[src/rtl/hazard_stall_ctrl_if.sv]
// Control bundle between the pipeline datapath and the hazard/stall
// controller. The datapath (master) reports ID/EX operand information,
// branch resolution and memory readiness. The controller (slave) returns
// the register enables, bubbles, flush and the performance counters.
interface hazard_stall_ctrl_if #(
  parameter int CNT_W = 16
);
  // ID stage operand information
  logic [4:0]       id_rn;
  logic [4:0]       id_rm;
  logic             id_use_rn;
  logic             id_use_rm;
  logic             id_is_mul;
  // EX stage load information
  logic             ex_mem_read;
  logic [4:0]       ex_rd;
  // Branch resolution and memory readiness
  logic             br_taken;
  logic             dmem_wait;
  // Pipeline register controls
  logic             pc_en;
  logic             ifid_en;
  logic             idex_en;
  logic             back_en;
  logic             ifid_flush;
  logic             idex_bubble;
  logic             exmem_bubble;
  logic             busy;
  // Performance counters
  logic [CNT_W-1:0] stall_cnt;
  logic [CNT_W-1:0] flush_cnt;

  modport master (
    output id_rn, id_rm, id_use_rn, id_use_rm, id_is_mul,
    output ex_mem_read, ex_rd, br_taken, dmem_wait,
    input  pc_en, ifid_en, idex_en, back_en,
    input  ifid_flush, idex_bubble, exmem_bubble, busy,
    input  stall_cnt, flush_cnt
  );

  modport slave (
    input  id_rn, id_rm, id_use_rn, id_use_rm, id_is_mul,
    input  ex_mem_read, ex_rd, br_taken, dmem_wait,
    output pc_en, ifid_en, idex_en, back_en,
    output ifid_flush, idex_bubble, exmem_bubble, busy,
    output stall_cnt, flush_cnt
  );
endinterface

[src/rtl/hazard_stall_ctrl.sv]
// Hazard and stall controller for the 5-stage pipeline. Produces the
// enables and bubble/flush controls for every pipeline register from the
// current hazard situation, holds EX for multi-cycle MULs, freezes the
// whole pipe while data memory is busy, and keeps saturating stall/flush
// counters. Outputs are combinational from state and inputs.
module hazard_stall_ctrl #(
  parameter int MUL_LAT = 3,
  parameter int CNT_W   = 16
) (
  input  logic                    clk,
  input  logic                    reset_n,
  hazard_stall_ctrl_if.slave      bus
);

  typedef enum logic {
    RUN      = 1'b0,
    MUL_HOLD = 1'b1
  } state_t;

  localparam logic [3:0]       HOLD_INIT = 4'(MUL_LAT - 1);
  localparam logic [CNT_W-1:0] CNT_MAX   = '1;
  localparam logic [4:0]       XZR       = 5'd31;

  state_t     state_reg, state_next;
  logic [3:0] hold_reg, hold_next;

  logic       lu;
  logic       pc_en, ifid_en, idex_en, back_en;
  logic       ifid_flush, idex_bubble, exmem_bubble;
  logic [1:0] cnt_inc;  // [0] stall, [1] flush

  // Load-use hazard: a load in EX writes a register the ID instruction reads
  always_comb begin
    lu = bus.ex_mem_read && (bus.ex_rd != XZR) &&
         ((bus.id_use_rn && (bus.id_rn == bus.ex_rd)) ||
          (bus.id_use_rm && (bus.id_rm == bus.ex_rd)));
  end

  // State and hold-counter register; reset aborts any MUL hold at once
  always_ff @(posedge clk or negedge reset_n) begin
    if (!reset_n) begin
      state_reg <= RUN;
      hold_reg  <= 4'd0;
    end else begin
      state_reg <= state_next;
      hold_reg  <= hold_next;
    end
  end

  // Prioritised output decode and next-state selection
  always_comb begin
    state_next   = state_reg;
    hold_next    = hold_reg;
    pc_en        = 1'b0;
    ifid_en      = 1'b0;
    idex_en      = 1'b0;
    back_en      = 1'b0;
    ifid_flush   = 1'b0;
    idex_bubble  = 1'b0;
    exmem_bubble = 1'b0;
    cnt_inc      = 2'b00;

    if (!reset_n) begin
      // Every control stays low while reset is asserted.
    end else if (bus.dmem_wait) begin
      // Whole pipe frozen; state and hold keep their values.
      cnt_inc[0] = 1'b1;
    end else if (state_reg == MUL_HOLD) begin
      // MUL keeps EX; the back end drains with a bubble behind it.
      back_en      = 1'b1;
      exmem_bubble = 1'b1;
      cnt_inc[0]   = 1'b1;
      hold_next    = hold_reg - 4'd1;
      if (hold_reg == 4'd1) begin
        state_next = RUN;
      end
    end else if (lu) begin
      // Hold PC and IF/ID one cycle, insert a bubble into ID/EX.
      idex_en     = 1'b1;
      idex_bubble = 1'b1;
      back_en     = 1'b1;
      cnt_inc[0]  = 1'b1;
    end else begin
      pc_en      = 1'b1;
      ifid_en    = 1'b1;
      idex_en    = 1'b1;
      back_en    = 1'b1;
      ifid_flush = bus.br_taken;
      cnt_inc[1] = bus.br_taken;
      // A single-cycle MUL needs no hold at all.
      if (bus.id_is_mul && (MUL_LAT > 1)) begin
        state_next = MUL_HOLD;
        hold_next  = HOLD_INIT;
      end
    end
  end

  // Saturating performance counters: index 0 counts stalls, 1 flushes
  genvar gi;
  generate
    for (gi = 0; gi < 2; gi++) begin : g_cnt
      logic [CNT_W-1:0] cnt_reg;

      // Count qualifying cycles, sticking at the all-ones value
      always_ff @(posedge clk or negedge reset_n) begin
        if (!reset_n) begin
          cnt_reg <= '0;
        end else if (cnt_inc[gi] && (cnt_reg != CNT_MAX)) begin
          cnt_reg <= cnt_reg + CNT_W'(1);
        end
      end
    end
  endgenerate

  assign bus.pc_en        = pc_en;
  assign bus.ifid_en      = ifid_en;
  assign bus.idex_en      = idex_en;
  assign bus.back_en      = back_en;
  assign bus.ifid_flush   = ifid_flush;
  assign bus.idex_bubble  = idex_bubble;
  assign bus.exmem_bubble = exmem_bubble;
  assign bus.busy         = (state_reg == MUL_HOLD);
  assign bus.stall_cnt    = g_cnt[0].cnt_reg;
  assign bus.flush_cnt    = g_cnt[1].cnt_reg;

endmodule

[src/flat_wrapper.sv]
// flat-port wrapper written by rule: the top's interface ports become plain ports
module hazard_stall_ctrl_flat 
#(
  parameter int MUL_LAT = 3,
  parameter int CNT_W   = 16
)
  (clk, reset_n, bus_id_rn, bus_id_rm, bus_id_use_rn, bus_id_use_rm, bus_id_is_mul, bus_ex_mem_read, bus_ex_rd, bus_br_taken, bus_dmem_wait, bus_pc_en, bus_ifid_en, bus_idex_en, bus_back_en, bus_ifid_flush, bus_idex_bubble, bus_exmem_bubble, bus_busy, bus_stall_cnt, bus_flush_cnt);
  hazard_stall_ctrl_if #(.CNT_W(CNT_W)) bus_i ();
  input  logic clk;
  input  logic reset_n;
  input wire logic [$bits(bus_i.id_rn)-1:0] bus_id_rn;
  input wire logic [$bits(bus_i.id_rm)-1:0] bus_id_rm;
  input wire logic [$bits(bus_i.id_use_rn)-1:0] bus_id_use_rn;
  input wire logic [$bits(bus_i.id_use_rm)-1:0] bus_id_use_rm;
  input wire logic [$bits(bus_i.id_is_mul)-1:0] bus_id_is_mul;
  input wire logic [$bits(bus_i.ex_mem_read)-1:0] bus_ex_mem_read;
  input wire logic [$bits(bus_i.ex_rd)-1:0] bus_ex_rd;
  input wire logic [$bits(bus_i.br_taken)-1:0] bus_br_taken;
  input wire logic [$bits(bus_i.dmem_wait)-1:0] bus_dmem_wait;
  output wire logic [$bits(bus_i.pc_en)-1:0] bus_pc_en;
  output wire logic [$bits(bus_i.ifid_en)-1:0] bus_ifid_en;
  output wire logic [$bits(bus_i.idex_en)-1:0] bus_idex_en;
  output wire logic [$bits(bus_i.back_en)-1:0] bus_back_en;
  output wire logic [$bits(bus_i.ifid_flush)-1:0] bus_ifid_flush;
  output wire logic [$bits(bus_i.idex_bubble)-1:0] bus_idex_bubble;
  output wire logic [$bits(bus_i.exmem_bubble)-1:0] bus_exmem_bubble;
  output wire logic [$bits(bus_i.busy)-1:0] bus_busy;
  output wire logic [$bits(bus_i.stall_cnt)-1:0] bus_stall_cnt;
  output wire logic [$bits(bus_i.flush_cnt)-1:0] bus_flush_cnt;
  assign bus_i.id_rn = bus_id_rn;
  assign bus_i.id_rm = bus_id_rm;
  assign bus_i.id_use_rn = bus_id_use_rn;
  assign bus_i.id_use_rm = bus_id_use_rm;
  assign bus_i.id_is_mul = bus_id_is_mul;
  assign bus_i.ex_mem_read = bus_ex_mem_read;
  assign bus_i.ex_rd = bus_ex_rd;
  assign bus_i.br_taken = bus_br_taken;
  assign bus_i.dmem_wait = bus_dmem_wait;
  assign bus_pc_en = bus_i.pc_en;
  assign bus_ifid_en = bus_i.ifid_en;
  assign bus_idex_en = bus_i.idex_en;
  assign bus_back_en = bus_i.back_en;
  assign bus_ifid_flush = bus_i.ifid_flush;
  assign bus_idex_bubble = bus_i.idex_bubble;
  assign bus_exmem_bubble = bus_i.exmem_bubble;
  assign bus_busy = bus_i.busy;
  assign bus_stall_cnt = bus_i.stall_cnt;
  assign bus_flush_cnt = bus_i.flush_cnt;
  hazard_stall_ctrl #(.MUL_LAT(MUL_LAT), .CNT_W(CNT_W)) u_core (.clk(clk), .reset_n(reset_n), .bus(bus_i));
endmodule
[config.mk]
export PLATFORM = sky130hd
export DESIGN_NAME = hazard_stall_ctrl_flat
export DESIGN_NICKNAME = d
export VERILOG_FILES = /design/src/rtl/hazard_stall_ctrl_if.sv /design/src/rtl/hazard_stall_ctrl.sv /design/src/flat_wrapper.sv
export SDC_FILE = /design/constraint.sdc
export NUM_CORES = 1
export LEC_CHECK = 0
export ABC_CLOCK_PERIOD_IN_PS = 5400
export BUFFER_PORTS_ARGS = -buffer_cell sky130_fd_sc_hd__buf_4
export CAP_MARGIN = 20
export CORE_AREA = 2 2 71 73
export CTS_BUF_LIST = sky130_fd_sc_hd__clkbuf_4 sky130_fd_sc_hd__clkbuf_8
export CTS_CLUSTER_SIZE = 30
export DETAILED_ROUTE_END_ITERATION = 12
export DIE_AREA = 0 0 73 75
export HOLD_SLACK_MARGIN = 0.12
export PLACE_DENSITY_LB_ADDON = 0.3
export SLEW_MARGIN = 20
export SYNTH_ARGS = -nofsm -noshare
export SYNTH_HDL_FRONTEND = slang
export SYNTH_SLANG_ARGS = --single-unit
[constraint.sdc]
create_clock -name clk -period 5.4 [get_ports clk]
set_clock_uncertainty 0.1 [all_clocks]
set_input_delay 1.08 -clock clk [delete_from_list [all_inputs] [get_ports clk]]
set_output_delay 1.08 -clock clk [all_outputs]
set_load 0.02 [all_outputs]
After elaboration in Yosys (flattened, before gate mapping)

Index checks and enable logic that the tools add are counted.

Register bits: 37
Output and inout bits: 40

Bitwise logic cells: 1
Add/sub/neg operators: 3
Reduce and logical (&&, ||, !) cells: 10
Eq/ne operators: 7
Multiplexer cells: 30

Operator list:

| cell                  | number |
|---|---|
| $add 16x1->16 const B | 2 |
| $ne 16x16->1 const B  | 2 |
| $mux 1                | 26 |
| $mux 4                | 3 |
| $eq 5x5->1            | 2 |
| $logic_and 1x1->1     | 6 |
| $ne 5x5->1 const B    | 1 |
| $eq 4x1->1 const B    | 1 |
| $reduce_and 4->1      | 1 |
| $sub 4x1->4 const B   | 1 |
| $mux 2                | 1 |
| $ne 2x1->1 const B    | 1 |
| $reduce_and 2->1      | 1 |
| $reduce_bool 2->1     | 1 |
| $logic_or 1x1->1      | 1 |
| $not 1->1             | 1 |

Depth between registers and ports, before layout

Gate-level depths: netlist of the first run.

Depth after elaboration: 9
Mapped depth: 7
Mapped depth without buffers: 7

Worst setup path after synthesis of the first run

OpenSTA, ideal clock, no wires.

Path type: input to output
From: in bus_ex_rd[2]
To: out bus_idex_bubble
Setup slack: 1.980 ns
Arrival time: 2.240 ns
Stages: 5
Required time: 4.220 ns
Path through: xnor2_1 > nand4_1 > o22ai_4 > nand2_1 > nor3_1

Word-level cells in the longest chain between the ends: 8
Elaborated cells between the ends (all ways): 12
Classes of those cells: eq/ne: 3; mux: 4; reduce/logical: 5

RTL lines:

| item                                        | line                                             | text |
|---|---|---|
| start: declaration                          | flat_wrapper.sv:17                               | `input wire logic [$bits(bus_i.ex_rd)-1:0] bus_ex_rd;` |
| $eq 5x5->1, on equally long branches        | hazard_stall_ctrl.sv:35, hazard_stall_ctrl.sv:36 |  |
| $logic_and 1x1->1, on equally long branches | hazard_stall_ctrl.sv:35, hazard_stall_ctrl.sv:36 |  |
| $logic_or 1x1->1                            | hazard_stall_ctrl.sv:35                          | `((bus.id_use_rn && (bus.id_rn == bus.ex_rd)) \|\|` |
| $logic_and 1x1->1 *                         | hazard_stall_ctrl.sv:34                          | `lu = bus.ex_mem_read && (bus.ex_rd != XZR) &&` |
| $mux 1 *                                    | hazard_stall_ctrl.sv:77                          | `end else if (lu) begin` |
| $mux 1 *                                    | hazard_stall_ctrl.sv:68                          | `end else if (state_reg == MUL_HOLD) begin` |
| $mux 1 *                                    | hazard_stall_ctrl.sv:65                          | `end else if (bus.dmem_wait) begin` |
| $mux 1 *                                    | hazard_stall_ctrl.sv:63                          | `if (!reset_n) begin` |
| end: declaration                            | flat_wrapper.sv:25                               | `output wire logic [$bits(bus_i.idex_bubble)-1:0] bus_idex_bubble;` |

Every way passes the cells marked *; elsewhere a longest branch is shown, timed or not.

Worst setup path in the final report of the first run

From: in reset_n
To: out bus_ifid_flush

Word-level cells in the longest chain between the ends: 1

RTL lines:

| item               | line                    | text |
|---|---|---|
| start: declaration | flat_wrapper.sv:10      | `input logic reset_n;` |
| $mux 1             | hazard_stall_ctrl.sv:63 |  |
| end: declaration   | flat_wrapper.sv:24      | `output wire logic [$bits(bus_i.ifid_flush)-1:0] bus_ifid_flush;` |

Every way passes these cells.

==> impl_metrics.py, run 1 <==
metrics = {
    "die": {
        "die_height_um": 75,
        "pin_count": 63,
        "die_w_um": 73,
        "start_util_pct": 43.9,
        "num_rows": 25,
        "core_area_mm2": 0.00466,
        "die_area_mm2": 0.00548,
    },
    "synthesis": {
        "async_reset_ff_share_pct": 100,
        "synth_area_mm2": 0.00205,
        "synth_nets": 229,
        "yosysWarnings": 0,
        "synth_seq_cells": 37,
        "ys_types": 37,
        "synth_ff_type": "dfrtp_1",
        "synth_edf_count": 0,
        "ys_seq_area_share_pct": 45.2,
        "avgSynthCellArea_um2": 10.1,
        "syn_inst": 202,
    },
    "cts": {
        "ctsHoldBuffers": 0,
        "cts_resized": 0,
        "cts_made_buffers": 5,
        "cts_num_sinks": 37,
        "ctsLongestPathBuffers": 2,
        "cts.reportedPaths.clkPinSlew_ns": 0.08,
        "root_buffer": "clkbuf_8",
        "postCtsSetupRepairBufs": 0,
        "cts_tree": "yes",
        "cts_max_level": 2,
        "clk_latency_ns": 0.30,
    },
    "grt": {
        "global_route.usage.total_pct": 17.3,
        "grt_pass1_wl_um": 7140,
        "gr-total-overflow": 0,
        "antenna_found_initial": 0,
        "grt_max_degree": 43,
        "grt_pass1_vias": 1559,
    },
    "power_and_ir_drop": {
        "powerDensity_mw_per_mm2": 283,
        "power_frac_seq_pct": 47.7,
        "power.leakage_nw": 1.23,
        "p_int_w": 0.000501,
        "clockPowerShare_pct": 25.6,
        "p_comb_share_pct": 26.7,
        "p_switching_w": 0.000249,
        "ir_worst_vdd_mv": 0.205,
        "p_sw_share_pct": 33.2,
    },
    "placed_design": {
        "post-dp-hpwl_um": 3200,
        "gp_congestion": 0.757,
        "place_area_mm2": 0.00256,
        "io_buffers": 62,
    },
    "route": {
        "drt-pass1-iter-count": 4,
        "drt_iter0_markers": 126,
        "routed_wl_um": 4320,
        "routedWlPerCell_um": 13.4,
        "vias_per_cell": 5.16,
        "ant_nets": 0,
        "routed-via-count": 1661,
        "drc": 0,
    },
    "setup_path": {
        "worstSetupPathType": "in -> out",
        "required_ns": 4.22,
        "worstPathArrival_ns": 2.59,
        "crit_fanout": 42,
        "setup.worst_path.end_class": "output port",
        "start_kind": "input port",
    },
    "sta": {
        "fmax_ghz": 0.265,
        "setup_viol": 0,
        "post-route-period-util_pct": 69.8,
        "min_period_ns": 3.77,
        "finalHoldViolCount": 0,
        "slew_headroom_pct": 66.2,
        "tightest_slew_ns": 0.507,
        "rsz0062_at_grt": "no",
        "fin_setup_tns_ns": 0,
        "drv_slew": 0,
    },
    "final_layout": {
        "final_common_cell": "buf_4",
        "num_antenna_cells": 0,
        "area_delta_synth_final_pct": 29.1,
        "final_cell_mix": "buf_4 (62), dfrtp_1 (37), xnor2_1 (28), nand2_1 (23)",
        "drive_gt1_share_pct": 31.0,
        "num-nets-final": 294,
        "fin_area_mm2": 0.00265,
    },
    "outcome": {
        "status": "finished clean",
    },
    "hold_path": {
        "hold_path.class": "reg -> reg",
    },
    "run": {
        "maxCapViolations": 0,
    },
}
## metal layers
layer | GRT usage (%) | part of all wire (%) | wire [µm] | up-vias
met5 | 0 | 0 | 0 | -
met4 | 6.38 | 0.51 | 22 | 0
met3 | 5.09 | 4.9 | 210 | 2
met2 | 28.1 | 48 | 2060 | 42
met1 | 21.9 | 47 | 2020 | 785
li1 | - | - | - | 832
## stage by stage
stage                     setup slack (ns)  power [W]  util (%)  cells  hold WS, ns
after global placement                1.66   0.000558      54.9    314        0.374
final                                 1.63   0.000750      56.8    322        0.390
after global routing                  1.41   0.000790      56.8    322        0.419
after detailed placement              1.60   0.000564      54.9    314        0.384
after CTS                             1.59   0.000758      56.8    322        0.395
after floorplan                       1.98   0.000474         -    202        0.388
## final cells by class
cell class / count / area [µm²]
Timing Repair Buffer: 62 / 465
Multi-Input combinational cell: 156 / 1080
Inverter: 5 / 18.8
Tap cell: 54 / 67.6
Sequential cell: 37 / 926
Fill cell: 415 / 2020
Clock buffer: 5 / 68.8
Clock inverter: 3 / 17.5
## power by group through the flow
stage | Clock [W] | Sequential [W] | Combinational, W
5_1_grt | 0.000207 | 0.000364 | 0.000219
4_1_cts | 0.000198 | 0.000357 | 0.000203
6_report | 0.000192 | 0.000357 | 0.000200
3_5_place_dp | 0 | 0.000362 | 0.000201
3_3_place_gp | 0 | 0.000361 | 0.000197
2_1_floorplan | 0 | 0.000392 | 0.0000824
## synthesized netlist by cell type, types with 2 or more instances
cell type / instances / share of area, %
buf_4: 2 / 0.73
or2_2: 2 / 0.61
mux2_2: 4 / 2.2
dfrtp_1: 37 / 45
nand4_1: 9 / 2.7
and4_1: 3 / 1.3
xnor2_1: 28 / 12
clkbuf_1: 2 / 0.37
nand2_1: 23 / 4.2
nand3_1: 14 / 3.4
a21oi_1: 4 / 0.98
nor3_1: 8 / 2.0
ha_1: 4 / 2.4
a22o_1: 2 / 0.86
nor2_1: 14 / 2.6
o21a_1: 2 / 0.73
nand2b_1: 2 / 0.61
and3_1: 6 / 1.8
inv_1: 5 / 0.92
xor2_1: 11 / 4.7
and2_1: 4 / 1.2
## logic make-up (layout without fill, tap and decap cells)
logic type | Yosys count | count (layout) | synth area share (%)
AO/OA/AOI/OAI | 20 | 20 | 9.29
XOR/XNOR | 39 | 39 | 16.7
adder cells (fa/ha/maj) | 4 | 4 | 2.44
buffers and inverters | 9 | 75 | 2.02
flip-flops | 37 | 37 | 45.2
multiplexers | 4 | 4 | 2.20
AND/OR/NAND/NOR | 89 | 89 | 22.2
## path summary, 6_finish.rpt
path / from / to / slack (ns) / cells after the start
max in group asynchronous: reset_n / u_core.hold_reg[2] / 4.19 / 1
min in group asynchronous: reset_n / u_core.bus.stall_cnt[11] / 0.65 / 1
setup reg to reg: u_core.bus.stall_cnt[0] / u_core.bus.stall_cnt[1] / 3.34 / 6
hold / removal: u_core.bus.stall_cnt[10] / u_core.bus.stall_cnt[10] / 0.39 / 1
hold reg to reg: u_core.bus.stall_cnt[10] / u_core.bus.stall_cnt[10] / 0.39 / 1
setup / recovery: reset_n / bus_ifid_flush / 1.63 / 6
## worst max-delay path, cell delays in order
cell	delay [ns]
buf_4	0.42
nand2b_1	0.20
nor2_1	0.19
nand2_1	0.11
a21oi_4	0.34
buf_4	0.22
No activity file was read; power rests on OpenSTA's default activity.
==> run 2: changes to the inputs <==
- ABC_CLOCK_PERIOD_IN_PS: 5400 -> 3300
- clock period: 5.4 -> 3.3 ns (I/O delays scaled with it)
==> impl_metrics.py, run 2 (synthesized netlist as in run 1, its figures left out) <==
metrics = {
    "setup_path": {
        "worstSetupStartpoint": "bus_ex_rd[2]",
        "start_kind": "input port",
        "required_ns": 2.54,
        "r2r_start": "u_core.bus.stall_cnt[0]",
        "rr_endpoint": "u_core.bus.stall_cnt[1]",
        "rr_worst_depth": 6,
        "setup.worst_path.end_class": "output port",
        "worstPathArrival_ns": 1.95,
        "worstSetupPathType": "in -> out",
        "reg2reg_slack_ns": 1.26,
        "crit_fanout": 5,
        "crit_end": "bus_pc_en",
    },
    "placed_design": {
        "io_buffers": 62,
        "post-dp-hpwl_um": 3420,
        "gp_congestion": 0.763,
    },
    "cts": {
        "clk_latency_ns": 0.29,
        "cts.reportedPaths.clkPinSlew_ns": 0.07,
        "cts_max_level": 2,
        "cts_num_sinks": 37,
        "cts_resized": 0,
        "ctsLongestPathBuffers": 2,
        "cts_made_buffers": 5,
        "cts_tree": "yes",
        "ctsHoldBuffers": 0,
        "postCtsSetupRepairBufs": 0,
        "root_buffer": "clkbuf_8",
    },
    "route": {
        "drt_iter0_markers": 59,
        "routed-via-count": 1679,
        "routedWlPerCell_um": 13.9,
        "drc": 0,
        "routed_wl_um": 4480,
        "drt-pass1-iter-count": 4,
        "ant_nets": 0,
        "vias_per_cell": 5.20,
    },
    "die": {
        "start_util_pct": 43.9,
        "num_rows": 25,
        "die_area_mm2": 0.00548,
        "die_height_um": 75,
        "core_area_mm2": 0.00466,
        "die_w_um": 73,
        "pin_count": 63,
    },
    "final_layout": {
        "num_antenna_cells": 0,
        "final_core_utilization_pct": 57.2,
        "drive_gt1_share_pct": 31.2,
        "num-nets-final": 296,
        "fillers": 431,
        "final_common_cell": "buf_4",
        "area_delta_synth_final_pct": 30.1,
        "final_cell_mix": "buf_4 (64), dfrtp_1 (37), xnor2_1 (28), nand2_1 (23)",
        "multi_input_area_mm2": 0.00108,
        "register_area_um2": 926,
    },
    "sta": {
        "tightest_slew_ns": 0.528,
        "slew_headroom_pct": 64.8,
        "min_period_ns": 2.71,
        "post-route-period-util_pct": 82.1,
        "setup_viol": 0,
        "rsz0062_at_grt": "no",
        "fin_setup_tns_ns": 0,
        "fmax_ghz": 0.369,
        "drv_slew": 0,
        "finalHoldViolCount": 0,
    },
    "power_and_ir_drop": {
        "clockPowerShare_pct": 26.3,
        "p_sw_share_pct": 31.6,
        "ir_worst_vdd_mv": 0.350,
        "p_switching_w": 0.000392,
        "powerDensity_mw_per_mm2": 466,
        "p_comb_share_pct": 26.5,
        "power_frac_seq_pct": 47.2,
        "power.leakage_nw": 1.24,
        "p_int_w": 0.000849,
    },
    "grt": {
        "grt_pass1_wl_um": 7660,
        "grt_pass1_vias": 1627,
        "antenna_found_initial": 0,
        "grt_max_degree": 42,
        "gr-total-overflow": 0,
        "global_route.usage.total_pct": 18.1,
    },
    "outcome": {
        "status": "finished clean",
    },
    "hold_path": {
        "hold_path.class": "in -> async",
    },
    "run": {
        "maxCapViolations": 0,
    },
}
run 2: changes by cell type in the layout (fill, tap and decap cells not counted), sizes merged:
cell,delta
buf,+2
clkbuf,+2
clkinv,-2
clkinvlp,-1
run 2: routing by layer:
layer  GRT usage [%]  part of all wire (%)  up-vias
li1                -                     -      837
met1            23.9                    44      790
met2            29.4                    50       44
met3            3.88                   4.4        8
met4            7.00                   1.7        0
met5               0                     0        -
run 2: how the worst min path moves through the flow:
stage	endpoint	cells after the start	from
finish	u_core.bus.stall_cnt[4]	2	reset_n
floorplan	u_core.bus.busy	0	reset_n
global route	u_core.bus.busy	2	reset_n
CTS	u_core.bus.flush_cnt[12]	2	reset_n
global placement	u_core.bus.stall_cnt[10]	1	u_core.bus.stall_cnt[10]
detailed placement	u_core.bus.flush_cnt[14]	1	u_core.bus.flush_cnt[14]
run 2: worst max-delay path: stages:
cell	delay, ns
buf_4	0.12
xnor2_1	0.19
nand4_1	0.20
o22ai_4	0.33
nand2_1	0.12
and2_1	0.17
buf_4	0.16
run 2: stage by stage:
step                      cells  instance area, µm²  hold WS, ns  worst slack (ns)  total power [W]
final                       323                2660        0.358             0.590          0.00124
after global routing        323                2660        0.405             0.490          0.00131
after CTS                   323                2660        0.372             0.590          0.00126
after detailed placement    316                2570        0.389             0.601         0.000928
after global placement      316                2570        0.375             0.660         0.000914
after floorplan             202                2050        0.264             0.720         0.000776
run 2: area by class of cell:
class                   count  share of cell area (%)
flip-flops and latches     37                    34.8
repair buffers             64                    18.0
clock buffers               7                    3.38
inverters                   5                   0.705
multi-input cells         156                    40.6
well taps                  54                    2.54
run 2: power by group through the flow:
| stage | Sequential, W | Combinational (W) | Clock, W |
|---|---|---|---|
| after floorplan | 0.000641 | 0.000135 | 0 |
| after global placement | 0.000590 | 0.000323 | 0 |
| after detailed placement | 0.000595 | 0.000333 | 0 |
| after CTS | 0.000587 | 0.000334 | 0.000336 |
| after global routing | 0.000598 | 0.000359 | 0.000352 |
| final | 0.000586 | 0.000329 | 0.000326 |
==> run 3: changes to the inputs <==
- ABC_CLOCK_PERIOD_IN_PS: 3300 -> 2800
- clock period: 3.3 -> 2.8 ns (I/O delays scaled with it)
==> impl_metrics.py, run 3 (synthesized netlist as in run 1, its figures left out) <==
metrics = {
    "outcome": {
        "status": "finished clean",
    },
    "die": {
        "die_height_um": 75,
        "die_area_mm2": 0.00548,
        "num_rows": 25,
        "pin_count": 63,
        "core_area_mm2": 0.00466,
        "die_w_um": 73,
        "start_util_pct": 43.9,
    },
    "sta": {
        "post-route-period-util_pct": 89.4,
        "finalHoldViolCount": 0,
        "drv_slew": 0,
        "fin_setup_tns_ns": 0,
        "setup_viol": 0,
        "slew_headroom_pct": 65.8,
        "min_period_ns": 2.50,
        "fmax_ghz": 0.399,
        "rsz0062_at_grt": "no",
        "tightest_slew_ns": 0.513,
        "finalWorstSetupSlack_ns": 0.296,
    },
    "cts": {
        "ctsLongestPathBuffers": 2,
        "cts_num_sinks": 37,
        "cts_made_buffers": 5,
        "root_buffer": "clkbuf_8",
        "postCtsSetupRepairBufs": 0,
        "cts_tree": "yes",
        "ctsHoldBuffers": 0,
        "cts.reportedPaths.clkPinSlew_ns": 0.07,
        "clk_latency_ns": 0.28,
        "cts_resized": 0,
        "cts_max_level": 2,
    },
    "setup_path": {
        "worstSetupPathType": "in -> out",
        "crit_fanout": 5,
        "required_ns": 2.14,
        "setup.worst_path.end_class": "output port",
        "start_kind": "input port",
        "worstPathArrival_ns": 1.84,
    },
    "placed_design": {
        "place_ws_ns": 0.304,
        "gp_congestion": 0.761,
        "dp_cells": 316,
        "post-dp-hpwl_um": 3340,
        "io_buffers": 62,
    },
    "grt": {
        "grt_pass1_vias": 1672,
        "global_route.usage.total_pct": 17.4,
        "gr-total-overflow": 0,
        "antenna_found_initial": 0,
        "grt_pass1_wl_um": 7390,
        "grt_max_degree": 42,
    },
    "power_and_ir_drop": {
        "power.leakage_nw": 1.26,
        "ir_worst_vdd_mv": 0.412,
        "powerDensity_mw_per_mm2": 577,
    },
    "route": {
        "vias_per_cell": 5.18,
        "routedWlPerCell_um": 13.4,
        "ant_nets": 0,
        "routed_wl_um": 4330,
        "drt-pass1-iter-count": 4,
        "drt_iter0_markers": 74,
        "routed-via-count": 1678,
        "drc": 0,
    },
    "final_layout": {
        "num_antenna_cells": 0,
        "num-nets-final": 296,
        "stdcell_count": 324,
        "final_cell_mix": "buf_4 (64), dfrtp_1 (37), xnor2_1 (28), nand2_1 (23)",
        "fillers": 424,
        "drive_gt1_share_pct": 31.5,
        "area_delta_synth_final_pct": 31.5,
        "final_common_cell": "buf_4",
    },
    "hold_path": {
        "hold_path.class": "in -> async",
    },
    "run": {
        "maxCapViolations": 0,
    },
}
[run 3: cell count changes in the layout (fill, tap and decap cells not counted)]
cell       previous run  this run
bufinv_16             0         1
[run 3: power by group]
| part | internal [W] | leakage, nW | switching (W) | total [W] |
|---|---|---|---|---|
| clock network | 0.000300 | 0.0619 | 0.000179 | 0.000479 |
| registers | 0.000606 | 0.482 | 0.0000843 | 0.000691 |
| logic | 0.000189 | 0.715 | 0.000195 | 0.000384 |
[run 3: worst max-delay path, stage by stage]
cell     delay [ns]
buf_4          0.12
xnor2_1        0.16
nand4_1        0.20
o22ai_4        0.33
nand2_1        0.12
nor3_1         0.17
buf_4          0.18
[run 3: final timing paths]
path | cells after the start | to | from | slack, ns
max in group asynchronous | 2 | u_core.hold_reg[0] | reset_n | 1.99
hold reg to reg | 1 | u_core.bus.flush_cnt[7] | u_core.bus.flush_cnt[7] | 0.39
hold / removal | 2 | u_core.bus.stall_cnt[4] | reset_n | 0.25
setup reg to reg | 6 | u_core.bus.stall_cnt[1] | u_core.bus.stall_cnt[0] | 0.77
setup / recovery | 7 | bus_idex_bubble | bus_ex_rd[2] | 0.30
min in group clk | 1 | u_core.bus.flush_cnt[7] | u_core.bus.flush_cnt[7] | 0.39
[run 3: cell type report]
cell class	count	area (µm²)	share of cell area [%]
Multi-Input combinational cell	156	1080	40.1
Clock buffer	7	90.1	3.34
Sequential cell	37	926	34.4
Tap cell	54	67.6	2.51
Timing Repair Buffer	64	480	17.8
Inverter	5	18.8	0.697
Clock inverter	1	30.0	1.11
[run 3: per-stage QoR]
| stage | hold slack [ns] | utilization (%) | cell area (µm²) | total power (W) |
|---|---|---|---|---|
| 2_1_floorplan | 0.164 | - | 2050 | 0.000915 |
| 3_3_place_gp | 0.376 | 55.2 | 2570 | 0.00108 |
| 3_5_place_dp | 0.388 | 55.2 | 2570 | 0.00109 |
| 4_1_cts | 0.268 | 57.8 | 2690 | 0.00158 |
| 5_1_grt | 0.282 | 57.8 | 2690 | 0.00165 |
| 6_report | 0.249 | 57.8 | 2690 | 0.00155 |
[run 3: layer usage]
metal	wire, µm	track usage, %	vias to the layer above
li1	-	-	835
met1	1940	20.4	801
met2	2160	30.4	35
met3	165	5.22	7
met4	61	5.56	0
met5	0	0	-
